===== config.mk =====
export PLATFORM = sky130hd
export DESIGN_NAME = alu_share_arb
export DESIGN_NICKNAME = d
export VERILOG_FILES = /design/src/rtl/alu_pkg.sv /design/src/rtl/alu_4bit.sv /design/src/rtl/alu_share_arb.sv
export SDC_FILE = /design/constraint.sdc
export NUM_CORES = 1
export LEC_CHECK = 0
export BUFFER_PORTS_ARGS = -buffer_cell sky130_fd_sc_hd__buf_4
export CAP_MARGIN = 20
export CORE_MARGIN = 4
export CORE_UTILIZATION = 42
export CTS_BUF_LIST = sky130_fd_sc_hd__clkbuf_8
export DETAILED_ROUTE_END_ITERATION = 10
export PLACE_DENSITY = 0.67
export SLEW_MARGIN = 25
export SYNTH_ARGS = -nofsm -noshare
export SYNTH_HDL_FRONTEND = slang
export SYNTH_SLANG_ARGS = --single-unit

===== constraint.sdc =====
create_clock -name clk -period 3.9 [get_ports clk]
set_input_delay 0.78 -clock clk [delete_from_list [all_inputs] [get_ports clk]]
set_output_delay 0.78 -clock clk [all_outputs]
set_load 0.05 [all_outputs]

===== src/rtl/alu_pkg.sv =====
// Shared definitions for the shared-ALU arbiter slice:
// opcodes, datapath width and sequencer state encoding.
package alu_pkg;

    localparam int ALU_W = 4;

    localparam logic [2:0] OP_ADD = 3'b000;
    localparam logic [2:0] OP_SUB = 3'b001;
    localparam logic [2:0] OP_AND = 3'b010;
    localparam logic [2:0] OP_OR  = 3'b011;
    localparam logic [2:0] OP_XOR = 3'b100;
    localparam logic [2:0] OP_PA  = 3'b101;
    localparam logic [2:0] OP_PB  = 3'b110;
    localparam logic [2:0] OP_CLR = 3'b111;

    typedef enum logic [1:0] {
        ST_IDLE = 2'd0,
        ST_EXEC = 2'd1,
        ST_RESP = 2'd2
    } state_e;

    function automatic logic is_arith(input logic [2:0] op);
        return (op == OP_ADD) || (op == OP_SUB);
    endfunction

endpackage


===== src/rtl/alu_4bit.sv =====
// Combinational 4-bit ALU; carry_flag is carry-out on add
// and borrow on sub, zero otherwise.
module alu_4bit
    import alu_pkg::*;
(
    input  logic [ALU_W-1:0] a,
    input  logic [ALU_W-1:0] b,
    input  logic [2:0]       op,
    output logic [ALU_W-1:0] result,
    output logic             carry_flag
);

    logic [ALU_W:0] sum;
    logic [ALU_W:0] diff;

    assign sum  = {1'b0, a} + {1'b0, b};
    assign diff = {1'b0, a} - {1'b0, b};

    always_comb begin
        result     = '0;
        carry_flag = 1'b0;
        unique case (op)
            OP_ADD: begin
                result     = sum[ALU_W-1:0];
                carry_flag = sum[ALU_W];
            end
            OP_SUB: begin
                result     = diff[ALU_W-1:0];
                carry_flag = diff[ALU_W];
            end
            OP_AND: result = a & b;
            OP_OR:  result = a | b;
            OP_XOR: result = a ^ b;
            OP_PA:  result = a;
            OP_PB:  result = b;
            OP_CLR: result = '0;
            default: result = '0;
        endcase
    end

endmodule


===== src/rtl/alu_share_arb.sv =====
// Round-robin arbiter/sequencer sharing one alu_4bit between
// two valid/ready clients, with per-client completion counters.
module alu_share_arb
    import alu_pkg::*;
#(
    parameter int CNT_W = 8
) (
    input  logic               clk,
    input  logic               rst_n,
    input  logic [1:0]         req_valid,
    output logic [1:0]         req_ready,
    input  logic [7:0]         req_a,
    input  logic [7:0]         req_b,
    input  logic [5:0]         req_op,
    output logic [1:0]         rsp_valid,
    input  logic [1:0]         rsp_ready,
    output logic [3:0]         rsp_result,
    output logic               rsp_carry,
    output logic               busy,
    output logic [2*CNT_W-1:0] done_cnt
);

    state_e                    state_q;
    logic                      rr_q;
    logic                      gnt_q;
    logic [ALU_W-1:0]          op_a_q;
    logic [ALU_W-1:0]          op_b_q;
    logic [2:0]                op_code_q;
    logic [1:0]                rsp_valid_q;
    logic [ALU_W-1:0]          rsp_result_q;
    logic                      rsp_carry_q;
    logic [1:0][CNT_W-1:0]     cnt_q;

    logic                      any_v;
    logic                      g;
    logic [ALU_W-1:0]          sel_a;
    logic [ALU_W-1:0]          sel_b;
    logic [2:0]                sel_op;
    logic [ALU_W-1:0]          alu_res;
    logic                      alu_cy;

    // Ties go to rr_q; a lone requester always wins.
    assign any_v  = |req_valid;
    assign g      = (&req_valid) ? rr_q : req_valid[1];
    assign sel_a  = g ? req_a[7:4] : req_a[3:0];
    assign sel_b  = g ? req_b[7:4] : req_b[3:0];
    assign sel_op = g ? req_op[5:3] : req_op[2:0];

    always_comb begin
        req_ready = 2'b00;
        if (state_q == ST_IDLE && any_v) begin
            req_ready[g] = 1'b1;
        end
    end

    alu_4bit u_alu (
        .a          (op_a_q),
        .b          (op_b_q),
        .op         (op_code_q),
        .result     (alu_res),
        .carry_flag (alu_cy)
    );

    always_ff @(posedge clk or negedge rst_n) begin
        if (!rst_n) begin
            state_q      <= ST_IDLE;
            rr_q         <= 1'b0;
            gnt_q        <= 1'b0;
            op_a_q       <= '0;
            op_b_q       <= '0;
            op_code_q    <= '0;
            rsp_valid_q  <= 2'b00;
            rsp_result_q <= '0;
            rsp_carry_q  <= 1'b0;
            cnt_q        <= '0;
        end else begin
            case (state_q)
                ST_IDLE: begin
                    if (any_v) begin
                        op_a_q    <= sel_a;
                        op_b_q    <= sel_b;
                        op_code_q <= sel_op;
                        gnt_q     <= g;
                        state_q   <= ST_EXEC;
                    end
                end
                ST_EXEC: begin
                    rsp_result_q <= alu_res;
                    rsp_carry_q  <= is_arith(op_code_q) & alu_cy;
                    rsp_valid_q  <= gnt_q ? 2'b10 : 2'b01;
                    state_q      <= ST_RESP;
                end
                ST_RESP: begin
                    if (rsp_ready[gnt_q]) begin
                        cnt_q[gnt_q] <= cnt_q[gnt_q] + CNT_W'(1);
                        rr_q         <= ~gnt_q;
                        rsp_valid_q  <= 2'b00;
                        state_q      <= ST_IDLE;
                    end
                end
                default: state_q <= ST_IDLE;
            endcase
        end
    end

    assign rsp_valid  = rsp_valid_q;
    assign rsp_result = rsp_result_q;
    assign rsp_carry  = rsp_carry_q;
    assign busy       = (state_q != ST_IDLE);
    assign done_cnt   = cnt_q;

endmodule


Word level (Yosys, flattened, before mapping)
Cells that the tools add are included.
- reductions and logical operators: 14
- order comparisons: 4
- add/sub/neg operators: 3
- multiplexer cells: 21
- bitwise gates (word level): 5
- eq/ne operators: 11
- operator list (operator ; count):
    4-bit one-hot mux with 8 select lines ; 1
    8-bit 2-to-1 mux ; 3
    16-bit bitwise mux ; 1
    3-bit == test, second input constant ; 4
    2-bit AND reduction ; 5
    8-bit by 1-bit adder with 8-bit output, second input constant ; 1
    8-bit demux with 1-bit select ; 1
    2-bit 2-to-1 mux ; 4
    4-bit 2-to-1 mux ; 2
    3-bit by 2-bit == test with 1-bit output, second input constant ; 2
    2-bit one-hot mux with 3 select lines ; 1
    4-bit by 4-bit adder with 5-bit output ; 1
    4-bit by 4-bit subtractor with 5-bit output ; 1
    4-bit AND ; 1
    1-bit by 2-bit < comparator with 1-bit output, second input constant ; 2
    1-bit 2-to-1 mux ; 4
    2-bit != test, second input constant ; 2
    4-bit OR ; 1
    2-bit one-hot mux with 2 select lines ; 1
    2-bit nonzero test ; 2
    4-bit XOR ; 1
    3-bit by 1-bit == test with 1-bit output, second input constant ; 1
    1-bit logical AND ; 3
    3-bit logical NOT ; 1
    11 further kinds ; 12
- register bits: 38

Logic depth before layout (Yosys ltp)
Gate-level depths: netlist (run 1).
- depth in word-level cells: 7
- mapped depth: 8
- depth with buffers taken out: 8

Hierarchy
From an unflattened synthesis (run 1), not the netlist that was laid out.
- cell total of the unflattened synthesis: 231
- area, all modules: 2356.0 µm²
- modules (own cells, without submodules) (module ; instances ; area an instance (µm²) ; cells each):
    alu_share_arb ; 1 ; 1714.1 ; 148
    alu_4bit ; 1 ; 641.9 ; 83

Least setup slack after synthesis (run 1)
No wires, ideal clock.
- kind: in2out
- start point: input req_valid[0]
- end point: output req_ready[1]
- path buffers: 1
- required time: 3.120 ns
- slack: 1.411 ns
- stages on the path: 4
- arrival: 1.709 ns
- cells stage by stage: inv_1 o21ai_0 nor2_1 clkbuf_1
- longest elaborated chain between the ends: 7
- ends and longest elaborated chain (element ; line ; source):
    from (decl) ; alu_share_arb.sv:10 ; input logic [1:0] req_valid,
    2-bit AND reduction ; alu_share_arb.sv:44 ; assign g = (&req_valid) ? rr_q : req_valid[1];
    1-bit 2-to-1 mux ; alu_share_arb.sv:44 ;
    1-bit by 2-bit < comparator with 1-bit output (not written as such) / 1-bit >= comparator (equally long branches) ; alu_share_arb.sv:52 ; req_ready[g] = 1'b1;
    1-bit logical AND (not written as such) ; alu_share_arb.sv:52 ;
    1-bit 2-to-1 mux (not written as such) ; alu_share_arb.sv:52 ;
    1-bit demux with 1-bit select ; alu_share_arb.sv:52 ;
    2-bit 2-to-1 mux * ; alu_share_arb.sv:51 ; if (state_q == ST_IDLE && any_v) begin
    to (decl) ; alu_share_arb.sv:11 ; output logic [1:0] req_ready,
Mark *: on every way between the ends. The rest lies on a longest branch, timed or not.

Worst setup path in the final report (run 1)
- start point: register state_q[1]
- end point: output req_ready[0]
- longest elaborated chain between the ends: 3
- ends and longest elaborated chain (element ; line ; source):
    from (decl) ; alu_share_arb.sv:23 ; state_e state_q;
    from (signal assigned) ; alu_share_arb.sv:66 ; state_q <= ST_IDLE;
    from (signal assigned) ; alu_share_arb.sv:84 ; state_q <= ST_EXEC;
    from (signal assigned) ; alu_share_arb.sv:91 ; state_q <= ST_RESP;
    2-bit logical NOT ; alu_share_arb.sv:51 ;
    1-bit logical AND ; alu_share_arb.sv:51 ;
    2-bit 2-to-1 mux ; alu_share_arb.sv:51 ;
No other way between the ends.

==> results of run 1 <==
## registers in the layout (all words and copies together) (netlist names)
name,count
gnt_q,1
rsp_valid,2
done_cnt,16
state_q,2
rr_q,1
rsp_result,4
op_a_q,4
op_code_q,3
op_b_q,4
rsp_carry,1
## kinds of logic (layout without fill, tap and decap cells)
kind of cell / Yosys count / in the layout / synth area share, %
muxes: 9 / 9 / 4.87
AOI/OAI and AO/OA: 49 / 49 / 16.3
buffers and inverters: 40 / 94 / 7.22
and+or+nand+nor: 58 / 58 / 12.8
adders and majority gates: 15 / 15 / 9.28
xor gates and xnor gates: 15 / 15 / 6.01
DFF: 38 / 38 / 43.5
## where the power goes
part	leakage, nW	total [mW]	internal [mW]	switching (mW)
registers	0.485	0.757	0.538	0.218
clock network	0.0579	0.327	0.188	0.139
logic	0.880	1.25	0.507	0.748
total	1.42	2.34	1.23	1.11
## synthesized netlist by cell type (2+ instances only)
master | n | area, sq um
xor2_1 | 9 | 78.8
nor2_1 | 14 | 52.6
a31oi_1 | 2 | 12.5
nor4_1 | 4 | 25.0
a222oi_1 | 11 | 110
inv_2 | 2 | 7.51
a211oi_1 | 6 | 45.0
nand3_1 | 6 | 30.0
fa_1 | 2 | 40.0
inv_1 | 28 | 105
mux2i_1 | 5 | 50.1
a21o_1 | 3 | 22.5
dfrtp_1 | 38 | 951
clkbuf_1 | 4 | 15.0
mux2_2 | 3 | 33.8
buf_2 | 6 | 30.0
nand2_1 | 20 | 75.1
ha_1 | 13 | 163
nor3_1 | 3 | 15.0
xnor2_1 | 6 | 52.6
nand4_1 | 2 | 12.5
o21ai_0 | 10 | 50.1
a21oi_1 | 8 | 40.0
## layout make-up
class	count	area, sq um	share of cell area (%)
Sequential cell	38	951	34.5
Clock inverter	3	40.0	1.45
Multi-Input combinational cell	146	1080	39.1
Tap cell	67	83.8	3.05
Inverter	30	113	4.09
Clock buffer	5	68.8	2.50
Timing Repair Buffer	56	420	15.3
## critical path: stages, from the launching register on
cell      delay [ps]
dfrtp_1          430
nor2_1           220
inv_2             70
a211oi_1         210
buf_4            210
buf_4            210
## metrics by stage
stage                     power, mW  setup slack [ps]  hold slack (ps)  utilization, %
final                          2.34              1470              434            56.4
after global routing           2.53              1290              480            56.4
after CTS                      2.36              1420              453            56.4
after detailed placement       2.02              1590              468            54.2
after global placement         2.01              1600              462            54.2
after floorplan                1.69              1410              484               -
## layer usage
metal  up-vias  wire, um  global-route usage, %
li1        895         -                      -
met1       852      2270                   22.8
met2        59      2170                   23.3
met3         7       326                   3.59
met4         0        64                   5.91
met5         -         0                      0
## worst max-delay path by stage
stage	startpoint	to	slack, ps	cells after the start
5_1_grt	state_q[0]	req_ready[0]	1290	5
2_1_floorplan	req_valid[0]	req_ready[1]	1410	4
3_3_place_gp	req_valid[1]	req_ready[0]	1600	4
4_1_cts	state_q[0]	req_ready[0]	1420	5
3_5_place_dp	req_valid[1]	req_ready[0]	1590	4
6_report	state_q[1]	req_ready[0]	1470	5
==> results.yml, run 1 <==
die:
  coreArea_sq_um: 4880
  die_h_um: 80.1
  start_util_pct: 44.8
  rows: 25
  fp.dieArea_sq_um: 6420
  ios: 54
  die_w_um: 80.1
sta:
  worstMarginPinSlew_ps: 625
  fin_setup_tns_ps: 0
  fin_crit_ps: 2430
  rsz0062_at_grt: "false"
  setup_viol: 0
  max_freq_mhz: 411
  hold_viol: 0
  finalCritPeriodShare_pct: 62.4
  relSlewSlack_pct: 58.3
  slew_violations: 0
  clock_skew_ps: 4.77
setup_path:
  r2r_slack_ps: 1880
  r2r-end: "rsp_result[1]"
  ff2ff_path_depth: 7
  critPathRequiredTime_ps: 3120
  cp-end-kind: "primary output"
  crit_fanout: 12
  worstPathArrival_ps: 1650
  path_class: "flip-flop to primary output"
  startpoint_type: "flip-flop"
  regToRegStartpoint: "op_b_q[0]"
synth:
  ys_ff_latch: 38
  syn_inst: 224
  yosys_warnings: 0
  ys_async_sr_fraction_pct: 100
  synth_area_per_cell_sq_um: 9.75
  syn-cell-area_sq_um: 2180
  yosysUniqueCellTypes: 42
  synth_fp_nets: 267
  ys_seq_area_share_pct: 43.5
  synth_edf_count: 0
  synth_ff_type: "dfrtp_1"
clocking:
  ctsRootBufferMaster: "clkbuf_8"
  cts.sinks: 38
  cts_buffer_depth: 2
  post_cts_resized: 0
  clk-insertion-delay-late_ps: 290
  htreeDepth: 2
  post_cts_buffers: 0
  cts_made_buffers: 5
  cts_tree: "yes"
  hold_buffers: 0
  clk_pin_slew_worst_paths_ps: 70
global_routing:
  grt_pass1_vias: 1724
  overflow: 0
  grt_pass1_wl_mm: 8.14
  antenna_found_initial: 0
  grt_usage_pct: 15.9
  grt_max_degree: 39
routing:
  drt.antenna.violating_nets: 0
  vias: 1813
  wl_mm: 4.84
  vias_per_cell: 5.26
  drt_iter0_drc: 180
  drcViolationCount: 0
  firstDrtPassIters: 6
  wl_per_cell_um: 14.0
power_and_ir_drop:
  max-vdd-ir-drop_mv: 0.438
  p_leak_nw: 1.42
  p_per_area_nw_per_um2: 850
placed_design:
  dp_cells: 337
  placed_area_sq_um: 2640
  portBuffers: 53
  hpwl_mm: 3.62
  place_congestion: 0.809
layout:
  fin_nets: 320
  mostFrequentLayoutCell: "buf_4"
  stdcell_area_sq_um: 2750
  nFillCells: 454
  diodes: 0
  area_growth_pct: 26.0
  mostFrequentLayoutCells: "buf_4 (56), dfrtp_1 (38), inv_1 (28)"
  drive_gt1_share_pct: 25.9
  final_cells: 345
status:
  status: "complete, no violations"
run:
  cap_violations: 0
min_path:
  hp-class: "primary input to async pin"
Note: power is estimated with default switching activity, not from simulation.
==> run 2, diff against run 1 <==
- clock period: 3.9 -> 2.4 ns (I/O delays scaled with it)
==> run 2 against run 1 <==
Register-to-register slack worse by 1500 ps. Core utilization up 0.23 points. Power up 66%. Clock power is 68% higher. Count of clock-buffer cells in the layout rose by 1. Sequential power grew 59%. Critical path type unchanged. Largest cell class unchanged.
==> results.yml, run 2 (synthesized netlist as in run 1, its figures left out) <==
status:
  status: "complete, no violations"
routing:
  wl_mm: 5.02
  drt_iter0_drc: 217
  vias_per_cell: 5.29
  drt.antenna.violating_nets: 0
  firstDrtPassIters: 8
  drcViolationCount: 0
  vias: 1826
  wl_per_cell_um: 14.5
global_routing:
  grt_max_degree: 39
  overflow: 0
  grt_pass1_vias: 1708
  grt_pass1_wl_mm: 8.43
  grt_usage_pct: 17.1
  antenna_found_initial: 0
setup_path:
  path_cells: "nor2_1, inv_2, a211oi_1, buf_4"
  cp.depth: 4
  path_class: "flip-flop to primary output"
  critPathRequiredTime_ps: 1920
  startpoint_type: "flip-flop"
  crit_path_top_delay_cell: "dfrtp_1"
  ff2ff_path_depth: 7
  cp-end-kind: "primary output"
  slowest_delay_ps: 450
  cp_top_family: "flip-flops"
  worstPathArrival_ps: 1670
  path_buf_inv: 2
  r2r-end: "rsp_result[1]"
  regToRegStartpoint: "op_b_q[0]"
  r2r_slack_ps: 400
  crit_fanout: 8
sta:
  finalCritPeriodShare_pct: 89.7
  max_freq_mhz: 465
  worstMarginPinSlew_ps: 598
  setup_viol: 0
  slew_violations: 0
  clock_skew_ps: 7.10
  rsz0062_at_grt: "false"
  relSlewSlack_pct: 60.1
  fin_setup_tns_ps: 0
  fin_ws_ps: 248
  fin_crit_ps: 2150
  hold_viol: 0
  timing.hold.ws_ps: 136
die:
  die_w_um: 80.1
  coreArea_sq_um: 4880
  die_h_um: 80.1
  start_util_pct: 44.8
  fp.dieArea_sq_um: 6420
  rows: 25
  ios: 54
layout:
  mostFrequentLayoutCell: "buf_4"
  mostFrequentLayoutCells: "buf_4 (57), dfrtp_1 (38), inv_1 (28)"
  largest_reg_flops: 16
  fin_nets: 321
  stdcell_area_sq_um: 2760
  drive_gt1_share_pct: 25.9
  final_cells: 345
  diodes: 0
  final_util_pct: 56.6
  area_growth_pct: 26.5
clocking:
  cts.sinks: 38
  clk-insertion-delay-late_ps: 290
  cts_made_buffers: 5
  hold_buffers: 0
  cts_buffer_depth: 2
  ctsRootBufferMaster: "clkbuf_8"
  clk_pin_slew_worst_paths_ps: 70
  htreeDepth: 2
  post_cts_resized: 0
  post_cts_buffers: 0
  cts_tree: "yes"
run:
  cap_violations: 0
placed_design:
  placed_area_sq_um: 2650
  hpwl_mm: 3.78
  place_ws_ps: 380
  place_congestion: 0.833
  dp_cells: 338
  portBuffers: 53
power_and_ir_drop:
  max-vdd-ir-drop_mv: 0.641
  p_leak_nw: 1.43
  p_per_area_nw_per_um2: 1410
  total_power_mw: 3.89
min_path:
  hp-class: "primary input to async pin"
## run 2: worst max-delay path by stage
stage,slack (ps),end,startpoint
2_1_floorplan,370,req_ready[1],state_q[0]
3_3_place_gp,450,rsp_result[1],op_b_q[0]
3_5_place_dp,380,rsp_result[1],op_b_q[0]
4_1_cts,220,req_ready[0],state_q[0]
5_1_grt,80,req_ready[0],state_q[0]
6_report,250,req_ready[0],state_q[0]
## run 2: power breakdown
group	switching [mW]	internal, mW	total (mW)
Sequential	0.325	0.876	1.20
Combinational	1.29	0.843	2.14
Clock	0.217	0.332	0.549
Total	1.84	2.05	3.89
## run 2: routing by layer
metal	global-route usage (%)	part of all wire [%]	vias up
met3	4.48	6.6	5
li1	-	-	898
met2	23.3	43	49
met1	25.9	49	874
met4	5.57	1.4	0
met5	0	0	-
## run 2: layout make-up
| cell class | count | area [sq um] |
|---|---|---|
| Fill cell | 463 | 2120 |
| Multi-Input combinational cell | 146 | 1080 |
| Sequential cell | 38 | 951 |
| Timing Repair Buffer | 57 | 428 |
| Inverter | 30 | 113 |
| Tap cell | 67 | 83.8 |
| Clock buffer | 6 | 82.6 |
| Clock inverter | 1 | 30.0 |
## run 2: worst register-to-register path, delay by kind of cell, from the launching register on
kind                     cells  cell delay (ps)
flip-flops                   1              420
adder cells (fa/ha/maj)      2              700
AO/OA/AOI/OAI                2              230
multiplexers                 1              420
buffers and inverters        2              110
==> run 3, diff against run 2 <==
- CORE_ASPECT_RATIO: default -> 0.75
- clock period: 2.4 -> 2.1 ns (I/O delays scaled with it)
==> run 3 against run 2 <==
Cell count fell by 0.87%. First-iteration DRC count fell by 31%. Critical endpoint unchanged. Global-route usage fell by 0.76 points. Clock skew fell by 1.4 ps. Cell area rose by 1.9%. Critical path type unchanged. Non-clock buffer count rose by 3. Count of clock-buffer cells in the layout did not move. Critical path depth did not move. Worst setup slack got worse by 130 ps.
==> results.yml, run 3 (synthesized netlist as in run 1, its figures left out) <==
clocking:
  htreeDepth: 2
  clk_pin_slew_worst_paths_ps: 80
  cts.sinks: 38
  cts_made_buffers: 5
  clk-insertion-delay-late_ps: 290
  cts_tree: "yes"
  ctsRootBufferMaster: "clkbuf_8"
  cts_buffer_depth: 2
run:
  cap_violations: 0
setup_path:
  critPathRequiredTime_ps: 1680
  worstPathArrival_ps: 1570
  r2r_slack_ps: 160
  endpoint: "req_ready[0]"
  regToRegStartpoint: "op_b_q[0]"
  startpoint_type: "flip-flop"
  cp-end-kind: "primary output"
  ff2ff_path_depth: 7
  path_class: "flip-flop to primary output"
  crit_start: "state_q[0]"
  r2r-end: "rsp_result[1]"
  crit_fanout: 8
global_routing:
  grt_usage_pct: 16.3
  antenna_found_initial: 0
  overflow: 0
  grt_max_degree: 39
  grt_pass1_vias: 1675
  grt_pass1_wl_mm: 8.46
sta:
  max_freq_mhz: 503
  clock_skew_ps: 5.73
  rsz0062_at_grt: "false"
  fin_setup_tns_ps: 0
  finalCritPeriodShare_pct: 94.6
  worstMarginPinSlew_ps: 538
  hold_viol: 0
  relSlewSlack_pct: 64.1
  slew_violations: 0
  fin_crit_ps: 1990
  setup_viol: 0
routing:
  vias: 1840
  drt.antenna.violating_nets: 0
  firstDrtPassIters: 6
  drcViolationCount: 0
  vias_per_cell: 5.38
  drt_iter0_drc: 149
  wl_mm: 5.12
  wl_per_cell_um: 15.0
status:
  status: "complete, no violations"
power_and_ir_drop:
  swShare_pct: 45.9
  p_int_mw: 2.50
  clkPwrFrac_pct: 16.5
  max-vdd-ir-drop_mv: 0.674
  pwr-share-seq_pct: 29.5
  comb_power_share_pct: 54.0
  p_leak_nw: 1.46
  p_per_area_nw_per_um2: 1640
  p_switching_mw: 2.12
layout:
  largest_reg_flops: 16
  diodes: 0
  drive_gt1_share_pct: 27.7
  mostFrequentLayoutCells: "buf_4 (60), dfrtp_1 (38), inv_1 (28)"
  mostFrequentLayoutCell: "buf_4"
  area_growth_pct: 28.9
  fin_nets: 324
  final_util_pct: 56.8
die:
  rows: 22
  coreArea_sq_um: 4950
  fp.dieArea_sq_um: 6430
  die_h_um: 70.5
  ios: 54
  start_util_pct: 44.1
  die_w_um: 91.3
placed_design:
  place_congestion: 0.816
  hpwl_mm: 3.87
  portBuffers: 53
min_path:
  hp-class: "primary input to async pin"
run 3: layer usage:
layer | vias up | track usage, % | wire (um)
met2 | 54 | 21.3 | 2020
met4 | 0 | 4.52 | 30
met1 | 874 | 26.1 | 2730
met3 | 2 | 3.88 | 329
met5 | - | 0 | 0
li1 | 910 | - | -
run 3: worst min path at each step:
stage	startpoint	cells past startpoint	endpoint	slack, ps
after global placement	rst_n	1	done_cnt[0]	420
final	rst_n	1	done_cnt[0]	90
after floorplan	rst_n	0	done_cnt[0]	120
after detailed placement	rst_n	1	done_cnt[0]	420
after CTS	rst_n	1	done_cnt[0]	100
after global routing	rst_n	1	done_cnt[0]	120
run 3: cell type report:
type,count,area [sq um]
tap,60,75.1
multi-input combinational,146,1080
clock inverter,2,60.1
timing repair buffer,60,450
clock buffer,6,82.6
sequential,38,951
inverter,30,113
fill,432,2140
run 3: per-stage QoR:
step	cells	hold WS (ps)	power (mW)	setup slack (ps)	instance area (sq um)
5_1_grt	342	122	4.96	0.240	2820
3_3_place_gp	333	418	3.79	170	2660
6_report	342	87.0	4.62	114	2820
3_5_place_dp	333	418	3.84	132	2660
4_1_cts	341	102	4.62	87.0	2810
2_1_floorplan	224	124	3.13	132	2180
run 3: power groups by stage:
stage                     combinational, mW  clock (mW)  sequential, mW
after global placement                 2.43           0            1.36
after CTS                              2.48       0.778            1.36
after floorplan                        1.48           0            1.65
after detailed placement               2.46           0            1.38
after global routing                   2.73       0.816            1.42
final                                  2.49       0.763            1.36
run 3: critical path, cell delays in order (launching register included):
cell and delay, ps:
dfrtp_1 450, nor2_1 200, inv_2 80, a211oi_2 290, buf_4 260
run 3: timing repair:
item | CTS | global route
setup buffers | 0 | 1
pin swaps | 0 | 1
gates resized for setup | 1 | 2
setup endpoints to repair | 1 | 1
hold buffers | 0 | 0
